==> src/rtl/mc_control_fsm.sv <==
// Main control FSM of the multi-cycle RV32I core: sequences fetch/decode/execute/
// memory/writeback over the shared datapath and traps illegal opcodes and memory timeouts.
module mc_control_fsm #(
    parameter int MEM_TIMEOUT = 16,
    parameter int CNT_W       = 5
) (
    input  logic       clk,
    input  logic       rst,
    input  logic [6:0] opcode,
    input  logic [2:0] funct3,
    input  logic       funct7b5,
    input  logic       br_taken,
    input  logic       mem_ready,
    output logic       pc_we,
    output logic       ir_we,
    output logic       mem_en,
    output logic       mem_wr,
    output logic       addr_sel,
    output logic       rf_we,
    output logic [1:0] wb_sel,
    output logic [1:0] alu_src_a,
    output logic [1:0] alu_src_b,
    output logic [1:0] alu_op,
    output logic       instr_retired,
    output logic       fault,
    output logic [1:0] fault_cause
);

    localparam logic [3:0] S_FETCH   = 4'd0;
    localparam logic [3:0] S_DECODE  = 4'd1;
    localparam logic [3:0] S_EXEC_R  = 4'd2;
    localparam logic [3:0] S_EXEC_I  = 4'd3;
    localparam logic [3:0] S_MEM_ADR = 4'd4;
    localparam logic [3:0] S_MEM_RD  = 4'd5;
    localparam logic [3:0] S_MEM_WB  = 4'd6;
    localparam logic [3:0] S_MEM_WR  = 4'd7;
    localparam logic [3:0] S_ALU_WB  = 4'd8;
    localparam logic [3:0] S_BRANCH  = 4'd9;
    localparam logic [3:0] S_JAL     = 4'd10;
    localparam logic [3:0] S_FAULT   = 4'd11;

    localparam logic [6:0] OP_R      = 7'b0110011;
    localparam logic [6:0] OP_I      = 7'b0010011;
    localparam logic [6:0] OP_LOAD   = 7'b0000011;
    localparam logic [6:0] OP_STORE  = 7'b0100011;
    localparam logic [6:0] OP_BRANCH = 7'b1100011;
    localparam logic [6:0] OP_JAL    = 7'b1101111;

    localparam logic [CNT_W-1:0] LAST_WAIT = CNT_W'(MEM_TIMEOUT - 1);

    logic [3:0]       state, state_nxt;
    logic [1:0]       cause, cause_nxt;
    logic [CNT_W-1:0] wait_cnt;
    logic             mem_state, waiting, timeout;

    // funct3/funct7b5 steer the ALU decoder outside this FSM; they never affect sequencing.
    logic unused_ir;
    assign unused_ir = ^{funct3, funct7b5};

    assign mem_state = (state == S_FETCH) || (state == S_MEM_RD) || (state == S_MEM_WR);
    assign waiting   = mem_state && !mem_ready;
    // The MEM_TIMEOUT-th consecutive wait cycle is the last one tolerated.
    assign timeout   = waiting && (wait_cnt == LAST_WAIT);

    // NOTE: every variable gets a default before the case so no latch is inferred.
    always_comb begin
        state_nxt = state;
        cause_nxt = cause;
        if (timeout) begin
            state_nxt = S_FAULT;
            cause_nxt = 2'b10;
        end else begin
            case (state)
                S_FETCH:   if (mem_ready) state_nxt = S_DECODE;
                S_DECODE: begin
                    case (opcode)
                        OP_R:              state_nxt = S_EXEC_R;
                        OP_I:              state_nxt = S_EXEC_I;
                        OP_LOAD, OP_STORE: state_nxt = S_MEM_ADR;
                        OP_BRANCH:         state_nxt = S_BRANCH;
                        OP_JAL:            state_nxt = S_JAL;
                        default: begin
                            state_nxt = S_FAULT;
                            cause_nxt = 2'b01;
                        end
                    endcase
                end
                S_EXEC_R, S_EXEC_I: state_nxt = S_ALU_WB;
                S_MEM_ADR: state_nxt = (opcode == OP_LOAD) ? S_MEM_RD : S_MEM_WR;
                S_MEM_RD:  if (mem_ready) state_nxt = S_MEM_WB;
                S_MEM_WR:  if (mem_ready) state_nxt = S_FETCH;
                S_MEM_WB, S_ALU_WB, S_BRANCH, S_JAL: state_nxt = S_FETCH;
                S_FAULT:   state_nxt = S_FAULT;
                default:   state_nxt = S_FAULT;
            endcase
        end
    end

    // NOTE: sequential state uses non-blocking assignments so all registers update together.
    always_ff @(posedge clk) begin
        if (!rst) begin
            state    <= S_FETCH;
            cause    <= 2'b00;
            wait_cnt <= '0;
        end else begin
            state    <= state_nxt;
            cause    <= cause_nxt;
            wait_cnt <= waiting ? wait_cnt + 1'b1 : '0;
        end
    end

    // Outputs are decoded from state; everything stays low while rst is held.
    always_comb begin
        pc_we         = 1'b0;
        ir_we         = 1'b0;
        mem_en        = 1'b0;
        mem_wr        = 1'b0;
        addr_sel      = 1'b0;
        rf_we         = 1'b0;
        wb_sel        = 2'b00;
        alu_src_a     = 2'b00;
        alu_src_b     = 2'b00;
        alu_op        = 2'b00;
        instr_retired = 1'b0;
        fault         = 1'b0;
        fault_cause   = 2'b00;
        if (rst) begin
            case (state)
                S_FETCH: begin
                    mem_en    = 1'b1;
                    alu_src_b = 2'b10;
                    ir_we     = mem_ready;
                    pc_we     = mem_ready;
                end
                S_DECODE: begin
                    alu_src_a = 2'b10;
                    alu_src_b = 2'b01;
                end
                S_EXEC_R: begin
                    alu_src_a = 2'b01;
                    alu_op    = 2'b10;
                end
                S_EXEC_I: begin
                    alu_src_a = 2'b01;
                    alu_src_b = 2'b01;
                    alu_op    = 2'b10;
                end
                S_MEM_ADR: begin
                    alu_src_a = 2'b01;
                    alu_src_b = 2'b01;
                end
                S_MEM_RD: begin
                    mem_en   = 1'b1;
                    addr_sel = 1'b1;
                end
                S_MEM_WB: begin
                    rf_we         = 1'b1;
                    wb_sel        = 2'b01;
                    instr_retired = 1'b1;
                end
                S_MEM_WR: begin
                    mem_en        = 1'b1;
                    mem_wr        = 1'b1;
                    addr_sel      = 1'b1;
                    instr_retired = mem_ready;
                end
                S_ALU_WB: begin
                    rf_we         = 1'b1;
                    instr_retired = 1'b1;
                end
                S_BRANCH: begin
                    alu_src_a     = 2'b01;
                    alu_op        = 2'b01;
                    pc_we         = br_taken;
                    instr_retired = 1'b1;
                end
                S_JAL: begin
                    rf_we         = 1'b1;
                    wb_sel        = 2'b10;
                    pc_we         = 1'b1;
                    instr_retired = 1'b1;
                end
                S_FAULT: begin
                    fault       = 1'b1;
                    fault_cause = cause;
                end
                default: ;
            endcase
        end
    end

endmodule

==> config.mk <==
export PLATFORM = sky130hd
export DESIGN_NAME = mc_control_fsm
export DESIGN_NICKNAME = d
export VERILOG_FILES = /design/src/rtl/mc_control_fsm.sv
export SDC_FILE = /design/constraint.sdc
export NUM_CORES = 1
export LEC_CHECK = 0
export BUFFER_PORTS_ARGS = -buffer_cell sky130_fd_sc_hd__buf_2
export CORE_UTILIZATION = 39
export CTS_BUF_LIST = sky130_fd_sc_hd__clkbuf_2 sky130_fd_sc_hd__clkbuf_4 sky130_fd_sc_hd__clkbuf_8
export DETAILED_ROUTE_END_ITERATION = 6
export PLACE_DENSITY = 0.72
export SLEW_MARGIN = 20
export SYNTH_ARGS = -nofsm -noshare
export SYNTH_HDL_FRONTEND = slang
export SYNTH_SLANG_ARGS = --single-unit
==> constraint.sdc <==
create_clock -name clk -period 2.1 [get_ports clk]
set_input_delay 0.63 -clock clk [delete_from_list [all_inputs] [get_ports clk]]
set_output_delay 0.63 -clock clk [all_outputs]
set_load 0.02 [all_outputs]
==> results of run 1 <==
==> kinds of logic (layout without fill, tap and decap cells) <==
| logic type | Yosys count | after routing | synth area share (%) |
|---|---|---|---|
| and+or+nand+nor | 67 | 67 | 41.97 |
| AOI/OAI and AO/OA | 28 | 28 | 21.85 |
| DFF | 11 | 11 | 25.47 |
| buffers and inverters | 11 | 44 | 5.788 |
| adders and majority gates | 2 | 2 | 2.894 |
| xor gates and xnor gates | 2 | 2 | 2.026 |
==> layout make-up <==
class | instances | area, um^2 | area share, %
Timing Repair Buffer | 36 | 226.5 | 18.76
Clock buffer | 4 | 30.03 | 2.487
Inverter | 4 | 15.01 | 1.244
Sequential cell | 11 | 225.2 | 18.65
Tap cell | 27 | 33.78 | 2.798
Multi-Input combinational cell | 99 | 676.9 | 56.06
==> power by group <==
group	total, W	switching [W]	internal (W)
Combinational	0.000780	0.000448	0.000332
Clock	0.000158	0.0000717	0.0000865
Sequential	0.000306	0.0000511	0.000255
==> worst max-delay path: stages (launching register included) <==
cell and delay, ns:
dfxtp_2 0.33, or4_4 0.56, nor2_4 0.10, and2_4 0.14, buf_6 0.10
==> through the flow <==
step / worst slack, ns / util, % / cell area, um^2 / setup TNS (ns)
floorplan: -0.05780 / - / 888.4 / -0.1604
finish: -0.03762 / 59.72 / 1207 / -0.04960
global route: -0.09862 / 59.72 / 1207 / -0.3661
global placement: 0.1253 / 53.77 / 1087 / 0
CTS: -0.04404 / 56.44 / 1141 / -0.07738
detailed placement: 0.09063 / 53.77 / 1087 / 0
==> routing by layer <==
metal	wire [um]	vias to the layer above	part of all wire [%]
met4	52	0	2.0
li1	-	502	-
met1	1084	479	42
met5	0	-	0
met3	135	6	5.3
met2	1289	54	50
==> worst paths after layout <==
kind | startpoint | to | slack, ns | cells after the start
max | state[1] | ir_we | -0.04 | 4
min | wait_cnt[0] | wait_cnt[0] | 0.46 | 1
max reg2reg | state[1] | state[2] | 0.51 | 5
min reg2reg | wait_cnt[0] | wait_cnt[0] | 0.46 | 1
==> state kept, by name, indices dropped and copies added (netlist names) <==
register  cells
wait_cnt      5
state         4
cause         2
==> cell usage after synthesis (2+ instances only) <==
| cell type | number |
|---|---|
| nand2b_1 | 7 |
| inv_1 | 4 |
| nor2_1 | 13 |
| clkbuf_1 | 5 |
| a32oi_1 | 2 |
| nand3_1 | 5 |
| nor2_2 | 5 |
| nor2b_1 | 3 |
| ha_1 | 2 |
| dfxtp_1 | 11 |
| o41ai_1 | 2 |
| o21ai_0 | 2 |
| a31oi_1 | 3 |
| nand2_1 | 11 |
| a21oi_1 | 9 |
| nor3_1 | 6 |
| and2_1 | 4 |
| and3_1 | 4 |
| a21o_1 | 2 |
==> timing repair <==
| action | in CTS | in global routing |
|---|---|---|
| buffers inserted | 0 | 0 |
| pin swaps | 0 | 3 |
| resized for setup | 8 | 21 |
| setup endpoints to repair | 10 | 12 |
| hold buffers | 0 | 0 |
| cloned | 0 | 0 |
==> results.cfg, run 1 <==
[clock_network]
clkSlewWorstSetupHoldPaths_ns = 0.07
clockBufferDepth = 2
cts.sinks = 11
cts_buffers = 3
insertion_delay_ns = 0.27
tritoncts = yes
cts_root_buffer = clkbuf_4
htreeDepth = 1

[synth]
ys_top_cells_by_area = dfxtp_1 25%, nor2_1 5.6%, a21oi_1 5.2%
yosysTopAreaCell = dfxtp_1
yosysWarningCount = 0
yosysSeqAreaShare_pct = 25.47
avgSynthCellArea_um2 = 7.145
syn_inst = 121
synth_seq_cells = 11
synth_edf_count = 0
synth_top_cell_area_share_pct = 25.47
netlist_area_um2 = 864.6
async_flop_share_pct = 0
synth_fp_nets = 138
ys_types = 40
synthFlopType = dfxtp_1

[floorplanning]
die_h_um = 49.09
core_um2 = 2022
dieArea_um2 = 2409
initial_utilization_pct = 42.76
ios = 33
rows = 16
die_width_um = 49.09

[drt]
viasPerCell = 5.751
vias = 1041
wire_per_inst_um = 14.15
drt-initial-drc-count = 24
drt_wl_total_mm = 2.562
drc = 0
first_pass_iters = 4
ant_nets = 0

[status]
failed_checks = negative setup slack
status = finished with violations

[power_and_ir_drop]
totalPowerFinal_w = 0.001244
peakVddDrop_mv = 0.5539
power_density_nw_per_um2 = 1030
leakage_nw = 0.5193

[layout]
drive_above_1_share_pct = 46.10
final_common_cell = buf_2
fin_cells = 181
syn_to_final_growth_pct = 39.65
final_nets = 172
final_cell_mix = 22 x buf_2, 11 x buf_4, 9 x nand2_1, 9 x dfxtp_1
nFillCells = 188
antennaDiodeCount = 0

[critical_path]
path_max_fanout = 3
worstPathArrival_ns = 1.51
worst_setup_path_end_kind = primary output
worstSetupPathType = reg -> out
worstSetupStartpointType = flop
cp.required_ns = 1.47

[sta]
worstMarginPinSlew_ns = 0.5243
fmax_ghz = 0.4678
timing.final.crit_period_ns = 2.138
holdWs_ns = 0.4576
fin_ws_ns = -0.03762
max_slew_margin_pct = 64.78
rsz0062_at_grt = true
finalSetupViolations = 2
finalMaxSlewViolations = 0
hold_viol = 0
final.setup_skew_ns = 0.001289
layout_worst_path_cycle_share_pct = 101.8

[grt]
antenna_found_initial = 0
grt_use_met3_pct = 2.492
met1_usage_pct = 26.58
grt_max_degree = 17
overflow = 0
met2_usage_pct = 37.21
grt_first_pass_wirelength_mm = 3.974
top_usage_layer = met2
grt.total_usage_pct = 21.40
first_global_vias = 892

[placement]
dp.cells = 177
hpwl_mm = 1.852
finalWeightedCongestion = 0.8774
port_buffers = 28

[worst_hold_path]
hold_path_class = reg -> reg

[flow_run]
drv_cap = 0
No activity file was read; power rests on OpenSTA's default activity.
==> inputs of run 2 (changes only) <==
--- a/config.mk
+++ b/config.mk
@@ -5,11 +5,12 @@
 export SDC_FILE = /design/constraint.sdc
 export NUM_CORES = 1
 export LEC_CHECK = 0
+export ABC_AREA = 1
 export BUFFER_PORTS_ARGS = -buffer_cell sky130_fd_sc_hd__buf_2
-export CORE_UTILIZATION = 39
+export CORE_UTILIZATION = 32
 export CTS_BUF_LIST = sky130_fd_sc_hd__clkbuf_2 sky130_fd_sc_hd__clkbuf_4 sky130_fd_sc_hd__clkbuf_8
 export DETAILED_ROUTE_END_ITERATION = 6
-export PLACE_DENSITY = 0.72
+export PLACE_DENSITY = 0.63
 export SLEW_MARGIN = 20
 export SYNTH_ARGS = -nofsm -noshare
 export SYNTH_HDL_FRONTEND = slang
==> run 2 against run 1 <==
Effect of this change: the flow now finishes without violations; first-iteration DRC count down 4.2%; core utilization is 16 points lower; critical endpoint is now rf_we; maximum frequency is 5.4% higher; final cell count is 10% higher; worst hold slack worse by 0.0032 ns; non-clock buffer count fell by 7; clock power decreased by 3%.
==> results.cfg, run 2 <==
[sta]
layout_worst_path_cycle_share_pct = 96.54
tns_ns = 0
fmax_ghz = 0.4932
max_slew_margin_pct = 72.44
finalMaxSlewViolations = 0
holdWs_ns = 0.4543
timing.final.crit_period_ns = 2.027
worstMarginPinSlew_ns = 0.4129
final.setup_skew_ns = 0.001997
hold_viol = 0
finalSetupViolations = 0
rsz0062_at_grt = false

[floorplanning]
ios = 33
dieArea_um2 = 2820
die_width_um = 53.11
initial_utilization_pct = 33.74
core_um2 = 2477
rows = 18
die_h_um = 53.11

[power_and_ir_drop]
leakage_nw = 0.5430
peakVddDrop_mv = 0.4728
clock_power_share_pct = 13.8
power_density_nw_per_um2 = 1018
power_frac_comb_pct = 56.5
swShare_pct = 49.59
totalPowerFinal_w = 0.001110
p_int_w = 0.0005596
seqPwrFrac_pct = 29.7
p_sw_w = 0.0005506

[layout]
nFillCells = 262
utilization_pct = 44.04
multi_input_area_um2 = 560.5
largest_reg_flops = 5
final_common_cell = nor2_1
final_nets = 188
final_cell_mix = 29 x nor2_1, 27 x buf_2, 22 x nand2_1
regMostFlops = wait_cnt
drive_above_1_share_pct = 33.53
syn_to_final_growth_pct = 30.54
reg.largest.list = wait_cnt: 5 flops, state: 4 flops, cause: 2 flops
antennaDiodeCount = 0
fin_cells = 200
final-seq-area_um2 = 230.2

[critical_path]
critPathSlowestCell = inv_1
reg2reg_depth = 7
cp.required_ns = 1.47
worstSetupStartpointType = input port
path_max_fanout = 15
path_cells = buf_2 -> inv_1 -> o22ai_1 -> buf_2
crit_top_cell = buf_2
worst_setup_path_end_kind = primary output
worstPathArrival_ns = 1.40
cpPeakStageDelay_ns = 0.31
worstSetupPathType = in -> out

[synth]
synth_top_cells_by_count = 30 x nor2_1, 25 x nand2_1, 19 x inv_1
synth_seq_cells = 11
avgSynthCellArea_um2 = 6.013
synth_edf_count = 0
yosysSeqAreaShare_pct = 26.35
syn_inst = 139
yosysWarningCount = 0
ys_types = 25
synth.most_common_cell = nor2_1
netlist_area_um2 = 835.8
yosysTopAreaCell = dfxtp_1
synth_top_cell_area_share_pct = 26.35
async_flop_share_pct = 0
synthFlopType = dfxtp_1
ys_top_cells_by_area = dfxtp_1 26%, nor2_1 13%, nand2_1 11%
synth_fp_nets = 156

[clock_network]
hold_buffers = 0
tritoncts = yes
insertion_delay_ns = 0.26
cts_root_buffer = clkbuf_4
clkSlewWorstSetupHoldPaths_ns = 0.06
htreeDepth = 1
postCtsSetupRepairBufs = 0
cts.sinks = 11
cts_buffers = 3
clockBufferDepth = 2

[flow_run]
drv_cap = 0

[grt]
grt_max_degree = 16
antenna_found_initial = 0
first_global_vias = 797
grt_first_pass_wirelength_mm = 3.201
grt.total_usage_pct = 15.59
overflow = 0

[worst_hold_path]
hold-path-cell-count = 1
hold_path_class = reg -> reg

[placement]
hpwl_mm = 1.617
finalWeightedCongestion = 0.8832
port_buffers = 28
dp.cells = 196

[drt]
drc = 0
viasPerCell = 4.855
wire_per_inst_um = 10.32
vias = 971
ant_nets = 0
drt_wl_total_mm = 2.063
drt-initial-drc-count = 23
first_pass_iters = 4

[status]
status = complete, no violations
[run 2: cell types whose count changed after synthesis, sizes merged, moves of 3 or more]
cell / change
and3: -4
inv: +18
clkbuf: -4
nand3: +5
nand2: +17
and2: -4
nand2b: -7
nor2b: -3
nor2: +16
o21ai: +3
[run 2: path summary, 6_finish.rpt]
check,start,endpoint,slack [ns]
worst min register to register,wait_cnt[0],wait_cnt[0],0.45
worst max-delay path,rst,rf_we,0.07
worst min-delay path,wait_cnt[0],wait_cnt[0],0.45
worst max register to register,wait_cnt[0],state[0],0.71
[run 2: repair_timing]
action,4_1_cts,5_1_grt
resized for setup,2,16
endpoints found under the setup margin,6,8
pin swaps,0,1
[run 2: critical path: cells and delay by family]
| family | cells | cell delay (ns) |
|---|---|---|
| AO/OA/AOI/OAI | 1 | 0.15 |
| buffers and inverters | 3 | 0.61 |
[run 2: power groups by stage]
stage                     registers [W]  logic, W  clock network (W)
after floorplan                0.000280  0.000475                  0
after global placement         0.000309  0.000567                  0
after detailed placement       0.000310  0.000571                  0
after CTS                      0.000309  0.000574           0.000160
after global routing           0.000337  0.000704           0.000172
final                          0.000330  0.000627           0.000153
[run 2: logic make-up after synthesis]
logic type               synth area share, %
AO/OA/AOI/OAI                          11.68
AND/OR/NAND/NOR                        46.26
flip-flops                             26.35
adder cells (fa/ha/maj)                2.994
XOR/XNOR                               1.048
buffers and inverters                  11.68
[run 2: per-stage QoR]
step,area (um^2),setup slack (ns)
finish,1091,0.07260
detailed placement,1006,0.08982
global placement,1006,0.1002
CTS,1039,0.03545
floorplan,835.8,0.1850
global route,1091,0.002208
[run 2: routing by layer]
layer  vias to the layer above  part of all wire, %  global-route usage (%)
met2                        25                   49                   28.69
met4                         0                    0                   3.947
met1                       439                   46                   17.35
met5                         -                    0                       0
li1                        507                    -                       -
met3                         0                  5.2                   4.310
[run 2: area by class of cell]
class | instances | share of cell area, %
inverter | 22 | 7.569
clock buffer | 4 | 2.752
multi-input combinational | 104 | 51.38
timing repair buffer | 29 | 13.76
tap | 30 | 3.440
sequential | 11 | 21.10
==> inputs of run 3 (changes only) <==
--- a/config.mk
+++ b/config.mk
@@ -11,6 +11,7 @@
 export CTS_BUF_LIST = sky130_fd_sc_hd__clkbuf_2 sky130_fd_sc_hd__clkbuf_4 sky130_fd_sc_hd__clkbuf_8
 export DETAILED_ROUTE_END_ITERATION = 6
 export PLACE_DENSITY = 0.63
+export REMOVE_ABC_BUFFERS = 1
 export SLEW_MARGIN = 20
 export SYNTH_ARGS = -nofsm -noshare
 export SYNTH_HDL_FRONTEND = slang
==> run 3 against run 2 <==
Effect of this change: global-route usage down 0.078 points; worst setup slack worse by 0.022 ns; cell area down 1.5%; clock power up 3%; total power down 3.1%; clock skew up 0.0054 ns; sequential cell count unchanged; critical path depth up 2; worst hold slack worse by 0.0093 ns; sequential power down 3%; maximum frequency down 1.1%; core utilization down 0.66 points; largest power group unchanged.
==> results.cfg, run 3 (synthesized netlist as in run 2, its figures left out) <==
[layout]
reg.largest.list = wait_cnt: 5 flops, state: 4 flops, cause: 2 flops
utilization_pct = 43.38
regMostFlops = wait_cnt
final_common_cell = nor2_1
final_cell_mix = 29 x nor2_1, 25 x buf_2, 24 x nand2_1
antennaDiodeCount = 0
nFillCells = 263
final_nets = 188
syn_to_final_growth_pct = 28.59
drive_above_1_share_pct = 31.76
largest_reg_flops = 5

[critical_path]
worstSetupPathType = reg -> out
reg2reg_depth = 8
cpPeakStageDelay_ns = 0.41
path_max_fanout = 6
worstPathArrival_ns = 1.42
path_cells = inv_2 -> nand2_2 -> nor2_1 -> o31ai_1 -> inv_1 -> buf_2
cp.required_ns = 1.47
cp_num_buf_inv = 3
critPathSlowestCell = dfxtp_2
worstSetupStartpointType = flop
critical_path.top_delay_family = flip-flops
crit_cells = 6
worst_setup_path_end_kind = primary output

[grt]
grt_first_pass_wirelength_mm = 3.180
grt_max_degree = 16
antenna_found_initial = 0
first_global_vias = 828
grt.total_usage_pct = 15.51
overflow = 0

[drt]
drt-initial-drc-count = 23
ant_nets = 0
drt_wl_total_mm = 2.057
viasPerCell = 4.875
first_pass_iters = 4
wire_per_inst_um = 10.29
vias = 975
drc = 0

[power_and_ir_drop]
peakVddDrop_mv = 0.5246
totalPowerFinal_w = 0.001076
leakage_nw = 0.5351
power_density_nw_per_um2 = 1001

[sta]
final.setup_skew_ns = 0.007374
finalMaxSlewViolations = 0
finalSetupViolations = 0
tns_ns = 0
fmax_ghz = 0.4880
fin_ws_ns = 0.05072
hold_viol = 0
max_slew_margin_pct = 71.61
timing.final.crit_period_ns = 2.049
layout_worst_path_cycle_share_pct = 97.58
worstMarginPinSlew_ns = 0.4253
rsz0062_at_grt = true

[floorplanning]
rows = 18
die_width_um = 53.11
core_um2 = 2477
ios = 33
initial_utilization_pct = 33.74
dieArea_um2 = 2820
die_h_um = 53.11

[status]
status = complete, no violations

[clock_network]
postCtsSetupRepairBufs = 0
clkSlewWorstSetupHoldPaths_ns = 0.07
htreeDepth = 1
insertion_delay_ns = 0.27
tritoncts = yes
cts_buffers = 3
cts.sinks = 11
cts_root_buffer = clkbuf_4
clockBufferDepth = 2

[worst_hold_path]
hold-path-cell-count = 1
hold_path_class = reg -> reg

[placement]
post-place-ws_ns = 0.07656
port_buffers = 28
hpwl_mm = 1.595
finalWeightedCongestion = 0.8662

[flow_run]
drv_cap = 0
[run 3: cell counts in the layout (fill, tap and decap cells not counted)]
Identical to the previous run, type by type.
[run 3: path summary, 6_finish.rpt]
path	from	end	slack [ns]
max	state[1]	alu_src_a[0]	0.05
min	wait_cnt[0]	wait_cnt[0]	0.45
max reg2reg	wait_cnt[0]	state[1]	0.73
min reg2reg	wait_cnt[0]	wait_cnt[0]	0.45
[run 3: worst register-to-register path, delay by kind of cell (launching register included)]
kind                       cells  cell delay (ns)
DFF                            1             0.32
adders and majority gates      2             0.38
and+or+nand+nor                6             0.58
[run 3: what timing repair did]
item	CTS	global route
hold buffers	0	0
hold endpoints to repair	0	0
endpoints found under the setup margin	4	8
gates resized for setup	2	11
[run 3: layout make-up]
type	count	area, um^2	share of cell area, %
inverter	22	82.58	7.683
timing repair buffer	29	155.1	14.44
tap	30	37.54	3.492
multi-input combinational	104	543.0	50.52
sequential	11	226.5	21.07
clock buffer	4	30.03	2.794
[run 3: per-layer routing]
metal / GRT usage [%] / wire (um) / share of wire, %
met5: 0 / 0 / 0
met4: 2.632 / 0 / 0
met3: 5.172 / 122 / 5.9
met2: 29.32 / 1021 / 50
met1: 16.61 / 913 / 44
[run 3: power breakdown]
group | switching (W) | internal [W]
Sequential | 0.0000646 | 0.000256
Combinational | 0.000402 | 0.000195
Clock | 0.0000715 | 0.0000864
[run 3: per-stage QoR]
stage | hold slack, ns | instance area (um^2) | cells
3_5_place_dp | 0.4380 | 1006 | 196
4_1_cts | 0.4486 | 1039 | 200
5_1_grt | 0.4596 | 1075 | 200
6_report | 0.4450 | 1075 | 200
2_1_floorplan | 0.4176 | 820.8 | 137
3_3_place_gp | 0.4290 | 1006 | 196
